## config.mk

```make
export PLATFORM = sky130hd
export DESIGN_NAME = multu_seq_ctrl
export DESIGN_NICKNAME = d
export VERILOG_FILES = /design/src/rtl/mips_lite_pkg.sv /design/src/rtl/ripple_adder_n.sv /design/src/rtl/multu_seq_ctrl.sv
export SDC_FILE = /design/constraint.sdc
export NUM_CORES = 1
export LEC_CHECK = 0
export ABC_AREA = 1
export CAP_MARGIN = 20
export CORE_MARGIN = 1
export CORE_UTILIZATION = 25
export DETAILED_ROUTE_END_ITERATION = 10
export GPL_TIMING_DRIVEN = 0
export HOLD_SLACK_MARGIN = 0.02
export PLACE_DENSITY = 0.43
export SYNTH_ARGS = -nofsm -noshare
export SYNTH_HDL_FRONTEND = slang
export SYNTH_SLANG_ARGS = --single-unit
export TNS_END_PERCENT = 1
```

## constraint.sdc

```tcl
create_clock -name clk -period 30.8 [get_ports clk]
set_input_delay 4.62 -clock clk [delete_from_list [all_inputs] [get_ports clk]]
set_output_delay 4.62 -clock clk [all_outputs]
set_load 0.1 [all_outputs]
```

## src/rtl/mips_lite_pkg.sv

```systemverilog
// Shared definitions for the MIPS-Lite EX-stage multiply controller.
// State codes are plain 2-bit constants so older netlists and waveform
// decoders that expect fixed encodings keep working.
package mips_lite_pkg;

  // Default datapath width for HI, LO and the multiply operands.
  localparam int WIDTH_DEF = 32;

  // Default iteration-counter width; 2**CNT_W must exceed the width.
  localparam int CNT_W_DEF = 6;

  // Multiply controller state encoding; 2'd3 is unused and recovers to IDLE.
  localparam logic [1:0] ST_IDLE = 2'd0;
  localparam logic [1:0] ST_RUN  = 2'd1;
  localparam logic [1:0] ST_DONE = 2'd2;

endpackage : mips_lite_pkg

```

## src/rtl/ripple_adder_n.sv

```systemverilog
// N-bit ripple-carry adder assembled from single-bit full-adder cells.
// The multiply controller reuses one instance for every shift-add step.

module full_adder (
  input  logic a,
  input  logic b,
  input  logic cin,
  output logic s,
  output logic cout
);

  // Single-bit sum and carry generation.
  always_comb begin
    s    = a ^ b ^ cin;
    cout = (a & b) | (cin & (a ^ b));
  end

endmodule : full_adder

module ripple_adder_n #(
  parameter int WIDTH = mips_lite_pkg::WIDTH_DEF
) (
  input  logic [WIDTH-1:0] a,
  input  logic [WIDTH-1:0] b,
  input  logic             cin,
  output logic [WIDTH-1:0] sum,
  output logic             cout
);

  logic [WIDTH:0] carry;

  assign carry[0] = cin;
  assign cout     = carry[WIDTH];

  // Chain one full-adder cell per bit, carry rippling from LSB to MSB.
  for (genvar i = 0; i < WIDTH; i++) begin : g_bit
    full_adder u_fa (
      .a    (a[i]),
      .b    (b[i]),
      .cin  (carry[i]),
      .s    (sum[i]),
      .cout (carry[i+1])
    );
  end

endmodule : ripple_adder_n

```

## src/rtl/multu_seq_ctrl.sv

```systemverilog
// Sequential unsigned multiplier controller for the MIPS-Lite EX stage.
// Implements MULTU as WIDTH shift-add iterations through one shared ripple
// adder, owns the HI/LO registers (MTHI/MTLO writes) and raises a pipeline
// stall when a HI/LO access shows up while a multiply is still iterating.
module multu_seq_ctrl
  import mips_lite_pkg::*;
#(
  parameter int WIDTH = WIDTH_DEF,
  parameter int CNT_W = CNT_W_DEF
) (
  input  logic             clk,
  input  logic             rst_n,
  input  logic             start,
  input  logic [WIDTH-1:0] dataA,
  input  logic [WIDTH-1:0] dataB,
  input  logic             hi_we,
  input  logic             lo_we,
  input  logic [WIDTH-1:0] wdata,
  input  logic             hilo_rd,
  output logic             busy,
  output logic             done,
  output logic             stall,
  output logic [WIDTH-1:0] HI,
  output logic [WIDTH-1:0] LO
);

  // Count value of the final iteration; that edge also commits HI/LO.
  localparam logic [CNT_W-1:0] LAST_CNT = CNT_W'(WIDTH - 1);

  logic [1:0]       state;
  logic [1:0]       next_state;
  logic [WIDTH-1:0] p_hi;
  logic [WIDTH-1:0] p_lo;
  logic [WIDTH-1:0] mcand;
  logic [CNT_W-1:0] count;
  logic [WIDTH-1:0] hi_q;
  logic [WIDTH-1:0] lo_q;

  logic [WIDTH-1:0] addend;
  logic [WIDTH-1:0] add_sum;
  logic             add_cout;
  logic [WIDTH-1:0] shift_hi;
  logic [WIDTH-1:0] shift_lo;
  logic             last_iter;
  logic             accept;

  // Multiplier LSB selects whether the multiplicand is added this step.
  always_comb begin
    addend = p_lo[0] ? mcand : '0;
  end

  ripple_adder_n #(
    .WIDTH (WIDTH)
  ) u_adder (
    .a    (p_hi),
    .b    (addend),
    .cin  (1'b0),
    .sum  (add_sum),
    .cout (add_cout)
  );

  // Right-shift {carry, sum, P_lo} by one; the carry lands in the P_hi MSB
  // so the 2*WIDTH-bit product can never overflow.
  always_comb begin
    shift_hi  = {add_cout, add_sum[WIDTH-1:1]};
    shift_lo  = {add_sum[0], p_lo[WIDTH-1:1]};
    last_iter = (count == LAST_CNT);
    accept    = start && ((state == ST_IDLE) || (state == ST_DONE));
  end

  // Next-state decode; DONE is a single cycle and may chain into a new RUN.
  always_comb begin
    next_state = ST_IDLE;
    case (state)
      ST_IDLE: next_state = start ? ST_RUN : ST_IDLE;
      ST_RUN:  next_state = last_iter ? ST_DONE : ST_RUN;
      ST_DONE: next_state = start ? ST_RUN : ST_IDLE;
      default: next_state = ST_IDLE;
    endcase
  end

  // State register with synchronous active-low reset.
  always_ff @(posedge clk) begin
    if (!rst_n) begin
      state <= ST_IDLE;
    end else begin
      state <= next_state;
    end
  end

  // Product, multiplicand and iteration counter; loaded on issue, stepped in RUN.
  always_ff @(posedge clk) begin
    if (!rst_n) begin
      p_hi  <= '0;
      p_lo  <= '0;
      mcand <= '0;
      count <= '0;
    end else if (accept) begin
      p_hi  <= '0;
      p_lo  <= dataB;
      mcand <= dataA;
      count <= '0;
    end else if (state == ST_RUN) begin
      p_hi  <= shift_hi;
      p_lo  <= shift_lo;
      count <= count + CNT_W'(1);
    end
  end

  // HI/LO change only at completion or on MT writes outside RUN; RUN-time
  // writes are held off by the stall, so the two never collide.
  always_ff @(posedge clk) begin
    if (!rst_n) begin
      hi_q <= '0;
      lo_q <= '0;
    end else if (state == ST_RUN) begin
      if (last_iter) begin
        hi_q <= shift_hi;
        lo_q <= shift_lo;
      end
    end else if ((state == ST_IDLE) || (state == ST_DONE)) begin
      if (hi_we) begin
        hi_q <= wdata;
      end
      if (lo_we) begin
        lo_q <= wdata;
      end
    end
  end

  // Status outputs decoded from state; stall also folds in HI/LO requests.
  always_comb begin
    busy  = (state == ST_RUN);
    done  = (state == ST_DONE);
    stall = busy && (hilo_rd || hi_we || lo_we);
    HI    = hi_q;
    LO    = lo_q;
  end

endmodule : multu_seq_ctrl

```

==> metrics.yaml <==
wl_um: 28060
grtUsageTotal: 0.1756
dr.max_layer_used: "met4"
clk_latency_ns: 0.44
min_to: "p_hi[2]"
synth.avg_cell_area_um2: 7.032
fillers: 3407
cpPeakStageDelay_ns: 0.48
row_count: 64
core_um2: 30990
start_kind: "flop"
syn-cell-area_um2: 7960
path_max_fanout: 10
place_area_um2: 10130
skew_ns: 0.01758
hold_start: "p_hi[2]"
final.setup.tns_ns: 0
ff_latch_area_um2: 3363
synth_nets: 1267
r2r_end: "p_hi[30]"
fin_nets: 1453
tightest_slew_ns: 1.037
cts_hold_buf: 0
final-setup-viol-count: 0
r2r-start: "p_lo[0]"
rsz0062_at_grt: "false"
outcome: "complete, no violations"
worst_ep_required_time_ns: 31.16
clock_sinks: 168
die_w_um: 180.4
wl_met3_um: 1249
die-area_um2: 32560
p_leak_nw: 4.813
cp.arrival_ns: 15.64
ir_drop_v: 0.00003874
dr_wl_met2_um: 13260
fin_area_um2: 10740
rrSetupSlack_ns: 15.52
ant_nets: 0
dp_cells: 1695
hold_depth: 2
cp_common_cell: "fa_1"
slew_violations: 0
die_h_um: 180.4
power_density_nw_per_um2: 57.30
worst_path_max_delay_cell: "fa_1"
wl_per_cell_um: 16.25
htree_levels: 4
period_share: 0.4962
grt_pass1_vias: 7491
cts_buffers: 17
num_vias: 7553
place_hpwl_um: 22210
max_freq_mhz: 65.43
io_buffers: 167
cts_resized: 0
end_kind: "flop"
wl_met1_um: 13320
slew_headroom: 0.3066
post_cts_buffers: 0
root_buffer: "clkbuf_16"
synthCells: 1132
multi_input_area_um2: 3816
io_pins: 169
firstDrtPassIters: 5
path_class: "flop to flop"
antenna_found_initial: 0
rr_worst_depth: 43
yosysSeqAreaShare: 0.4225
layout-drive-gt1-share: 0.05785
hold_path_class: "flop to flop"
holdWs_ns: 0.4738
ys_warn_count: 0
finalHoldViolations: 0
fin_cells: 1727
clk_path_buf_depth: 2
path_clk_slew_ns: 0.07
fin_crit_ns: 15.28
drcViolationCount: 0
grt_max_degree: 17
gp_congestion: 0.8155
fin_total_pwr_mw: 0.6152
cts_tree: "yes"
yosys_register_bits: 168
drtIter0Drc: 466
via_per_inst: 4.373
drv_cap: 0
start_util: 0.2569
diodes: 0
grt.overflow.total: 0
area_delta_synth_final_pct: 34.89
ys_types: 20
grt_pass1_wl_um: 43410
metrics by stage:
step	utilization	setup slack (ns)
3_5_place_dp	0.3268	15.42
2_1_floorplan	-	16.36
4_1_cts	0.3465	15.34
5_1_grt	0.3465	14.89
6_report	0.3465	15.52
3_3_place_gp	0.3268	15.42
critical path: cells and delay by family, from the launching register on:
| family | cells | cell delay, ns |
|---|---|---|
| adders and majority gates | 32 | 13.44 |
| DFF | 1 | 0.30 |
| buffers and inverters | 8 | 0.93 |
| AOI/OAI and AO/OA | 1 | 0.11 |
| and+or+nand+nor | 2 | 0.45 |
power by group:
group / leakage [nW] / switching, mW / internal (mW)
Combinational: 3.13 / 0.104 / 0.0433
Sequential: 1.38 / 0.00833 / 0.232
Clock: 0.300 / 0.0974 / 0.131
cell usage after synthesis:
| library cell | n | area share |
|---|---|---|
| o21ai_0 | 39 | 0.025 |
| o21a_1 | 2 | 0.0019 |
| nand2_2 | 1 | 0.00079 |
| fa_1 | 31 | 0.078 |
| nor2_4 | 2 | 0.0028 |
| buf_2 | 24 | 0.015 |
| clkbuf_1 | 38 | 0.018 |
| or2_2 | 3 | 0.0024 |
| a21oi_1 | 99 | 0.062 |
| ha_1 | 2 | 0.0031 |
| nor2_1 | 141 | 0.066 |
| a31oi_1 | 33 | 0.026 |
| nand3_1 | 68 | 0.043 |
| buf_4 | 12 | 0.011 |
| buf_6 | 1 | 0.0014 |
| inv_1 | 108 | 0.051 |
| nand2_1 | 356 | 0.17 |
| inv_2 | 3 | 0.0014 |
| nor3_1 | 1 | 0.00063 |
| dfxtp_1 | 168 | 0.42 |
layout make-up:
type,instances,share of cell area
Multi-Input combinational cell,778,0.3554
Sequential cell,168,0.3132
Timing Repair Buffer,167,0.1557
Tap cell,396,0.04614
Clock buffer,19,0.04125
Inverter,111,0.03880
Buffer,75,0.03391
Clock inverter,13,0.01561
kinds of logic after synthesis:
family	Yosys count	share of synthesized area
AO/OA/AOI/OAI	173	0.1146
adder cells (fa/ha/maj)	33	0.08111
buffers and inverters	186	0.09808
flip-flops	168	0.4225
AND/OR/NAND/NOR	572	0.2837
state kept, by name, indices dropped and copies added, names as in the netlist:
| register | count |
|---|---|
| p_lo | 32 |
| p_hi | 32 |
| count | 6 |
| state | 2 |
| mcand | 32 |
| LO | 32 |
| HI | 32 |
worst max-delay path by stage:
stage | from | endpoint | slack, ns | cells past startpoint
final | p_lo[0] | p_hi[30] | 15.52 | 43
after global routing | p_lo[0] | p_hi[30] | 14.89 | 43
after CTS | p_lo[0] | p_hi[30] | 15.34 | 43
after detailed placement | p_lo[0] | p_hi[30] | 15.42 | 43
after global placement | p_lo[0] | p_hi[30] | 15.42 | 43
after floorplan | p_lo[0] | p_hi[30] | 16.36 | 43
cells in the final DEF, fill, tap and decap left out:
cell type / instances
dfxtp_1: 168
or2_2: 3
nor2_4: 2
clkinv_4: 2
clkbuf_1: 39
buf_4: 12
inv_8: 1
buf_6: 1
clkinv_2: 3
bufinv_16: 3
nand2_1: 356
nand2_2: 1
a21oi_1: 99
fa_1: 31
inv_1: 108
o21a_1: 2
o21ai_0: 39
ha_1: 2
a31oi_1: 33
nor3_1: 1
nor2_1: 141
clkbuf_8: 1
clkinvlp_4: 1
inv_2: 3
clkbuf_16: 17
clkdlybuf4s50_1: 167
buf_2: 24
inv_6: 3
nand3_1: 68
layer usage:
metal  global-route usage  vias to the layer above
li1                     -                     3902
met1               0.2333                     3468
met2               0.2919                      168
met3              0.03193                       15
met4              0.04513                        0
met5                    0                        -
(Power assumes the default switching activity.)
